==> src/rtl/rgb_pwm_fader.sv <==
// Per-channel PWM driver for the board RGB LED: each channel's duty ramps linearly
// toward its on/off target, and the compare uses a shadow duty refreshed once per period.
module rgb_pwm_fader #(
  parameter int PWM_BITS   = 8,
  parameter int STEP_TICKS = 1000
) (
  input  logic       clk,
  input  logic       rst_n,
  input  logic       ena,
  input  logic [2:0] rgb_target,
  output logic [2:0] led_pwm,
  output logic       fading
);

  localparam int TMR_BITS = (STEP_TICKS > 1) ? $clog2(STEP_TICKS) : 1;
  localparam logic [PWM_BITS-1:0] DUTY_MAX = {PWM_BITS{1'b1}};
  localparam logic [TMR_BITS-1:0] TMR_LAST = TMR_BITS'(STEP_TICKS - 1);

  logic [PWM_BITS-1:0] cnt_q, cnt_d;
  logic [TMR_BITS-1:0] tmr_q, tmr_d;
  logic [PWM_BITS-1:0] duty_q [3];
  logic [PWM_BITS-1:0] duty_d [3];
  logic [PWM_BITS-1:0] shd_q  [3];
  logic [PWM_BITS-1:0] shd_d  [3];
  logic [PWM_BITS-1:0] lvl    [3];
  logic [2:0]          led_pwm_q, led_pwm_d;
  logic                step_tick;
  logic                cnt_wrap;

  always_comb begin
    for (int i = 0; i < 3; i++) begin
      lvl[i] = rgb_target[i] ? DUTY_MAX : '0;
    end
    step_tick = ena && (tmr_q == TMR_LAST);
    cnt_wrap  = (cnt_q == DUTY_MAX);
  end

  // The step timer restarts from zero whenever the channel is disabled, so a
  // re-enable always waits a full STEP_TICKS before the first duty change.
  always_comb begin
    cnt_d = cnt_q + PWM_BITS'(1);
    tmr_d = tmr_q;
    if (!ena || step_tick) begin
      tmr_d = '0;
    end else begin
      tmr_d = tmr_q + TMR_BITS'(1);
    end
  end

  always_comb begin
    for (int i = 0; i < 3; i++) begin
      duty_d[i] = duty_q[i];
      shd_d[i]  = shd_q[i];
      if (step_tick) begin
        if (duty_q[i] < lvl[i]) begin
          duty_d[i] = duty_q[i] + PWM_BITS'(1);
        end else if (duty_q[i] > lvl[i]) begin
          duty_d[i] = duty_q[i] - PWM_BITS'(1);
        end
      end
      // Shadow takes the pre-step duty when a step and a wrap coincide.
      if (cnt_wrap) begin
        shd_d[i] = duty_q[i];
      end
    end
  end

  always_comb begin
    led_pwm_d = '0;
    for (int i = 0; i < 3; i++) begin
      if (!ena) begin
        led_pwm_d[i] = 1'b0;
      end else if (shd_q[i] == DUTY_MAX) begin
        led_pwm_d[i] = 1'b1;
      end else begin
        led_pwm_d[i] = (shd_q[i] > cnt_q);
      end
    end
  end

  always_comb begin
    fading = 1'b0;
    for (int i = 0; i < 3; i++) begin
      fading = fading | (duty_q[i] != lvl[i]);
    end
  end

  always_ff @(posedge clk or negedge rst_n) begin
    if (!rst_n) begin
      cnt_q     <= '0;
      tmr_q     <= '0;
      led_pwm_q <= '0;
      for (int i = 0; i < 3; i++) begin
        duty_q[i] <= '0;
        shd_q[i]  <= '0;
      end
    end else begin
      cnt_q     <= cnt_d;
      tmr_q     <= tmr_d;
      led_pwm_q <= led_pwm_d;
      for (int i = 0; i < 3; i++) begin
        duty_q[i] <= duty_d[i];
        shd_q[i]  <= shd_d[i];
      end
    end
  end

  assign led_pwm = led_pwm_q;

endmodule

==> config.mk <==
export PLATFORM = sky130hd
export DESIGN_NAME = rgb_pwm_fader
export DESIGN_NICKNAME = d
export VERILOG_FILES = /design/src/rtl/rgb_pwm_fader.sv
export SDC_FILE = /design/constraint.sdc
export NUM_CORES = 1
export LEC_CHECK = 0
export BUFFER_PORTS_ARGS = -buffer_cell sky130_fd_sc_hd__buf_2
export CORE_UTILIZATION = 68
export DETAILED_ROUTE_END_ITERATION = 16
export GPL_TIMING_DRIVEN = 1
export PLACE_DENSITY = 0.95
export SYNTH_ARGS = -nofsm -noshare
export SYNTH_HDL_FRONTEND = slang
export SYNTH_SLANG_ARGS = --single-unit
==> constraint.sdc <==
create_clock -name clk -period 8 [get_ports clk]
set_input_delay 0.4 -clock clk [delete_from_list [all_inputs] [get_ports clk]]
set_output_delay 0.4 -clock clk [all_outputs]
set_load 0.1 [all_outputs]
---- Yosys cells after proc, flatten, opt, wreduce, memory -nomap -nowiden ----
Index checks and enable logic that the tools add are counted.
word-level totals
  output and inout bits ................... 4
  logic and storage cells ................. 61
  bits in registers ....................... 69
operators by class
  equality and inequality tests ........... 8
  reduce and logical (&&, ||, !) cells .... 9
  bitwise gates (word level) .............. 2
  mux-type cells .......................... 16
  add/subtract/negate cells ............... 8
  magnitude comparators ................... 9
operators with widths
  kind                                              count
  two-way mux 8 bit                                 9
  greater-than comparator 8 bit                     6
  adder 8 x 1 -> 8 bit, second input constant       4
  == test 8 bit, second input constant              4
  < comparator 8 bit                                3
  != test 8 bit                                     3
  subtractor 8 x 1 -> 8 bit, second input constant  3
  adder 10 x 1 -> 10 bit, second input constant     1
  == test 10 bit, second input constant             1
  two-way mux 10 bit                                1
  two-way mux 1 bit                                 6
  AND reduction 2 bit                               3
  nonzero test 2 bit                                3
  bitwise OR 1 bit                                  2
  logical AND 1 bit                                 1
  logical NOT 1 bit                                 1
  logical OR 1 bit                                  1

---- Longest topological paths before layout ----
  depth in word-level cells ............... 4
  mapped depth ............................ 13

---- Worst setup path after synthesis ----
OpenSTA, ideal clock, no wires.
  path type ............................... input-to-reg
  from .................................... input port rgb_target[1]
  to ...................................... register duty_q[14] in the netlist's numbering
  cell stages on the path ................. 12
  slack ................................... 4779 ps
  arrival time ............................ 3096 ps
  data required time ...................... 7875 ps
  path buffers ............................ 0
  cells stage by stage .................... inv_1 -> ha_1 -> and3_4 -> a221oi_1 -> o31ai_1 -> ha_1 -> a21o_1 -> a21oi_1 -> o21bai_1 -> a21oi_1 -> xnor2_1 -> mux2_2
on the way
  longest elaborated chain between the ends .. 4
ends and longest elaborated chain
  item                                                                        RTL line  source
  start: declaration                                                          10        input logic [2:0] rgb_target,
  two-way mux 8 bit (*)                                                       32        lvl[i] = rgb_target[i] ? DUTY_MAX : '0;
  < comparator 8 bit / greater-than comparator 8 bit (equally long branches)  55, 57
  nonzero test 2 bit (no line)                                                n/a
  AND reduction 2 bit (no line)                                               n/a
  end signal: indexed assignment                                              102       duty_q[i] <= duty_d[i];
  end: declaration                                                            21        logic [PWM_BITS-1:0] duty_q [3];
Mark *: on every way between the ends. The rest lies on a longest branch, timed or not.
A chain may end at the register's enable or synchronous reset.

---- Final worst setup path ----
  from .................................... register duty_q[9] in the netlist's numbering
  to ...................................... register duty_q[14] in the netlist's numbering
on the way
  longest elaborated chain between the ends .. 3
ends and longest elaborated chain
  item                                                             RTL line  source
  subtractor 8 x 1 -> 8 bit, or another cell as far along          58        duty_d[i] = duty_q[i] - PWM_BITS'(1);
  two-way mux 8 bit / nonzero test 2 bit (equally long branches)   n/a
  two-way mux 8 bit / AND reduction 2 bit (equally long branches)  n/a
Several ways; a longest one is shown, not always the timed one. The select of a mux whose other input is x is not followed.

==> results.md <==
* Result of the run: finished, violations left
* Violated checks: DRC
* Data arrival time of the worst path at 3.95 ns
* GPL Wtd Cong at around 0.89
* Core ar. at 0.00642 sq mm
* EDFF count, synth at 0
* Sequential share of the synthesized area at approximately 38%
* PostCTS Resize Cnt at 0
* Relative area change from synthesis to final layout at 7.14%
* Worst Reg2Reg Path Length in Cells at 11
* Detailed-route vias per instance at 6.42
* Leftover overflow at the end of global routing at 0
* Largest fanout on the critical path at 8
* Number of optimization iterations in the first detailed-route pass at 10
* Number of synthesized register bits at 69
* Number of placed instances with taps included at around 500
* Critical path endpoint category: register
* CTS H-Tree Depth at 3
* Sinks on Clock Net at between 60 and 70
* Pwr per Cell Area at between 100 and 150 mW/mm^2
* Crit path kind: register to register
* Time the final worst path needs with I/O delays and setup at around 3.7 ns
* Final worst-path cycle share at 46.5%
* Post-detailed-route count of antenna-violating nets at 0
* Clock root cell: clkbuf_8
* Number of buffers inserted for hold repair after clock tree synthesis at 0
* Max Buffers Root-to-Sink at 2
* Final cell count without fillers at 523
* Startpoint of the lowest-slack register-to-register path: duty_q[9]
* Headroom to the max-slew limit at a little under a fifth
* Critical path startpoint: duty_q[9]
* Std-Cell Rows at 29
* Share of final-layout standard cells stronger than drive strength 1 at ~15%
* RSZ-0062 raised after global routing: false
* Die Width at ~84 um
* I/O pin total at 10
* Drt initial violations at approximately 170
* Fin nets at roughly 520
* Synthesis warning total at 0
* Via count of the routed design at ~3400
* Seq. cell area at around 0.0017 sq mm
* Max frequency at roughly 0.27 GHz
* Fill count at 380
* Max capacitance violation total at 0
* ANT cells at 0
* Pre-CTS worst setup slack at about 4.1 ns
* Maximum number of pins on one net before global-route repair at 70
* Clock slew at reported path FFs at around 0.070 ns
* Via count of the first global-routing pass at around 3600
* Unique masters post-synth at 46
* Worst voltage drop across the vdd grid at between 0.1 and 0.15 mV
* Final sum of negative setup slack at 0 ns
* Slew at the pin closest to its max-slew limit at approximately 1.2 ns
* Worst Path Required at approximately 8 ns
* Routed wire length at between 9000 and 10000 um
* Path class of the lowest-slack min-delay path: primary input to asynchronous set/reset pin
* Count of pins over their slew limit at 0
* DRC violations left at 2
* Die span in y at around 84 um
* Clk Latency, worst-skew pair at roughly 0.35 ns
* Total clock buffers created by CTS at 9
* Post-synthesis instance area at roughly 0.0046 sq mm
* Post-CTS setup repair buffer count at 0
* Fin worst setup slack at between 4 and 5 ns
* Cell count after synthesis at about 420
* Wire length per cell after detailed routing at 18.7 um
* Synthesized Nets at 500
* Worst clock skew at ~0.011 ns
* Launching element type of the critical path: register
* Multi-input gate area in the final layout at approximately 0.0027 sq mm
* Most used DFF post-synth: dfrtp_1
* TritonCTS clock tree: yes
* Overall routing resource usage at a little under a third
* Global-route wire length before repair at about 17000 um
* Mean instance size in the synthesized netlist at roughly 11 sq um
* Proportion of synthesized flip-flops having asynchronous set or reset at between 90% and 100%
* Total of endpoints with negative setup slack in the final report at 0
* Antenna violations before repair at 0
* Leakage power total at around 2.7 nW
* Dpl hpwl at roughly 6900 um
* Die Footprint at between 0.007 and 0.008 sq mm
* Effective utilization at floorplan at between 70 and 80%
* Quantity of I/O buffers inserted on ports at 9
* Number of hold-slack violations in the final timing report at 0
* Hold slack at between 0.2 and 0.25 ns
## state kept, by name, indices dropped and copies added (netlist names)
| signal | cells |
|---|---|
| led_pwm | 3 |
| duty_q | 24 |
| shd_q | 24 |
| cnt_q | 8 |
| tmr_q | 10 |
## cells in the mapped netlist, types with 2 or more instances
| cell type | instances | area (sq um) |
|---|---|---|
| inv_1 | 26 | 97.6 |
| and4_1 | 3 | 26.3 |
| fa_1 | 3 | 60.1 |
| nor2_1 | 22 | 82.6 |
| o21a_1 | 10 | 75.1 |
| or2_2 | 2 | 12.5 |
| xnor2_1 | 25 | 219 |
| nand2b_1 | 2 | 12.5 |
| a21o_1 | 14 | 105 |
| nand4_1 | 11 | 68.8 |
| xor2_1 | 11 | 96.3 |
| o211ai_1 | 2 | 15.0 |
| o22ai_1 | 5 | 31.3 |
| ha_1 | 68 | 851 |
| nor3_1 | 3 | 15.0 |
| and3_1 | 6 | 37.5 |
| a21oi_1 | 28 | 140 |
| buf_2 | 2 | 10.0 |
| o21ai_0 | 11 | 55.1 |
| nor4_2 | 2 | 25.0 |
| a2111o_1 | 2 | 22.5 |
| nor2b_1 | 3 | 18.8 |
| nand3_1 | 12 | 60.1 |
| o211a_1 | 2 | 20.0 |
| o21bai_1 | 3 | 22.5 |
| mux2_2 | 32 | 360 |
| dfrtp_1 | 69 | 1730 |
| nand2_1 | 19 | 71.3 |
| a32oi_1 | 3 | 26.3 |
| mux2_1 | 6 | 67.6 |
## cell usage in the layout, fill, tap and decap left out, types with 10 or more instances in the layout
| master | n |
|---|---|
| dfrtp_1 | 69 |
| a21oi_1 | 28 |
| a21o_1 | 14 |
| nand3_1 | 12 |
| xnor2_1 | 25 |
| nand4_1 | 11 |
| nand2_1 | 19 |
| o21ai_0 | 11 |
| o21a_1 | 10 |
| xor2_1 | 11 |
| mux2_2 | 32 |
| ha_1 | 68 |
| nor2_1 | 22 |
| inv_1 | 26 |
## power by group
group / switching, W / internal (W)
combinational: 0.0000181 / 0.00000740
sequential: 0.00000141 / 0.000350
clock: 0.000140 / 0.000143
## area by class of cell
class                      instances  area share, %
inverter                          26           1.99
multi-input combinational        324           55.7
clock inverter                     6           1.30
tap                               77           1.97
clock buffer                      10           2.60
timing repair buffer              11           1.23
sequential                        69           35.2
## cells by family (layout without fill, tap and decap cells)
family	count (synthesis)	count (layout)	share of synthesized area [%]
compound gates	88	88	12.9
mux	38	38	9.35
fa+ha+maj	71	71	19.9
simple gates	91	91	10.7
buf+inv	30	53	2.60
xor+xnor	36	36	6.89
flops	69	69	37.7
## critical path: stages, from the launching register on
cell and delay (ns):
dfrtp_1 0.46, ha_1 0.33, and3_4 0.19, a221oi_1 0.11
o31ai_1 0.98, ha_1 0.46, a21o_1 0.19, a21oi_1 0.25
o21bai_1 0.10, a21oi_1 0.19, xnor2_1 0.08, mux2_2 0.25
## per-layer routing
metal,vias up,GRT usage [%],wire (um)
li1,1573,-,-
met4,0,17.6,331
met1,1663,36.4,4070
met2,91,52.9,5030
met3,32,5.54,349
met5,-,0,0
## final timing paths
kind	end	slack, ns
setup / recovery	duty_q[14]	4.28
hold / removal	duty_q[2]	0.24
setup reg to reg	duty_q[14]	4.28
hold reg to reg	tmr_q[0]	0.49
max in group asynchronous	shd_q[23]	7.19
min in group clk	led_pwm[1]	0.39
## metrics by stage
stage          total power, W  util, %  instance area (sq um)
2_1_floorplan        0.000370        -                   4580
4_1_cts              0.000663     76.3                   4900
5_1_grt              0.000678     76.3                   4900
6_report             0.000661     76.3                   4900
3_5_place_dp         0.000383     73.3                   4710
3_3_place_gp         0.000381     73.3                   4710
Note: power is estimated with default switching activity, not from simulation.
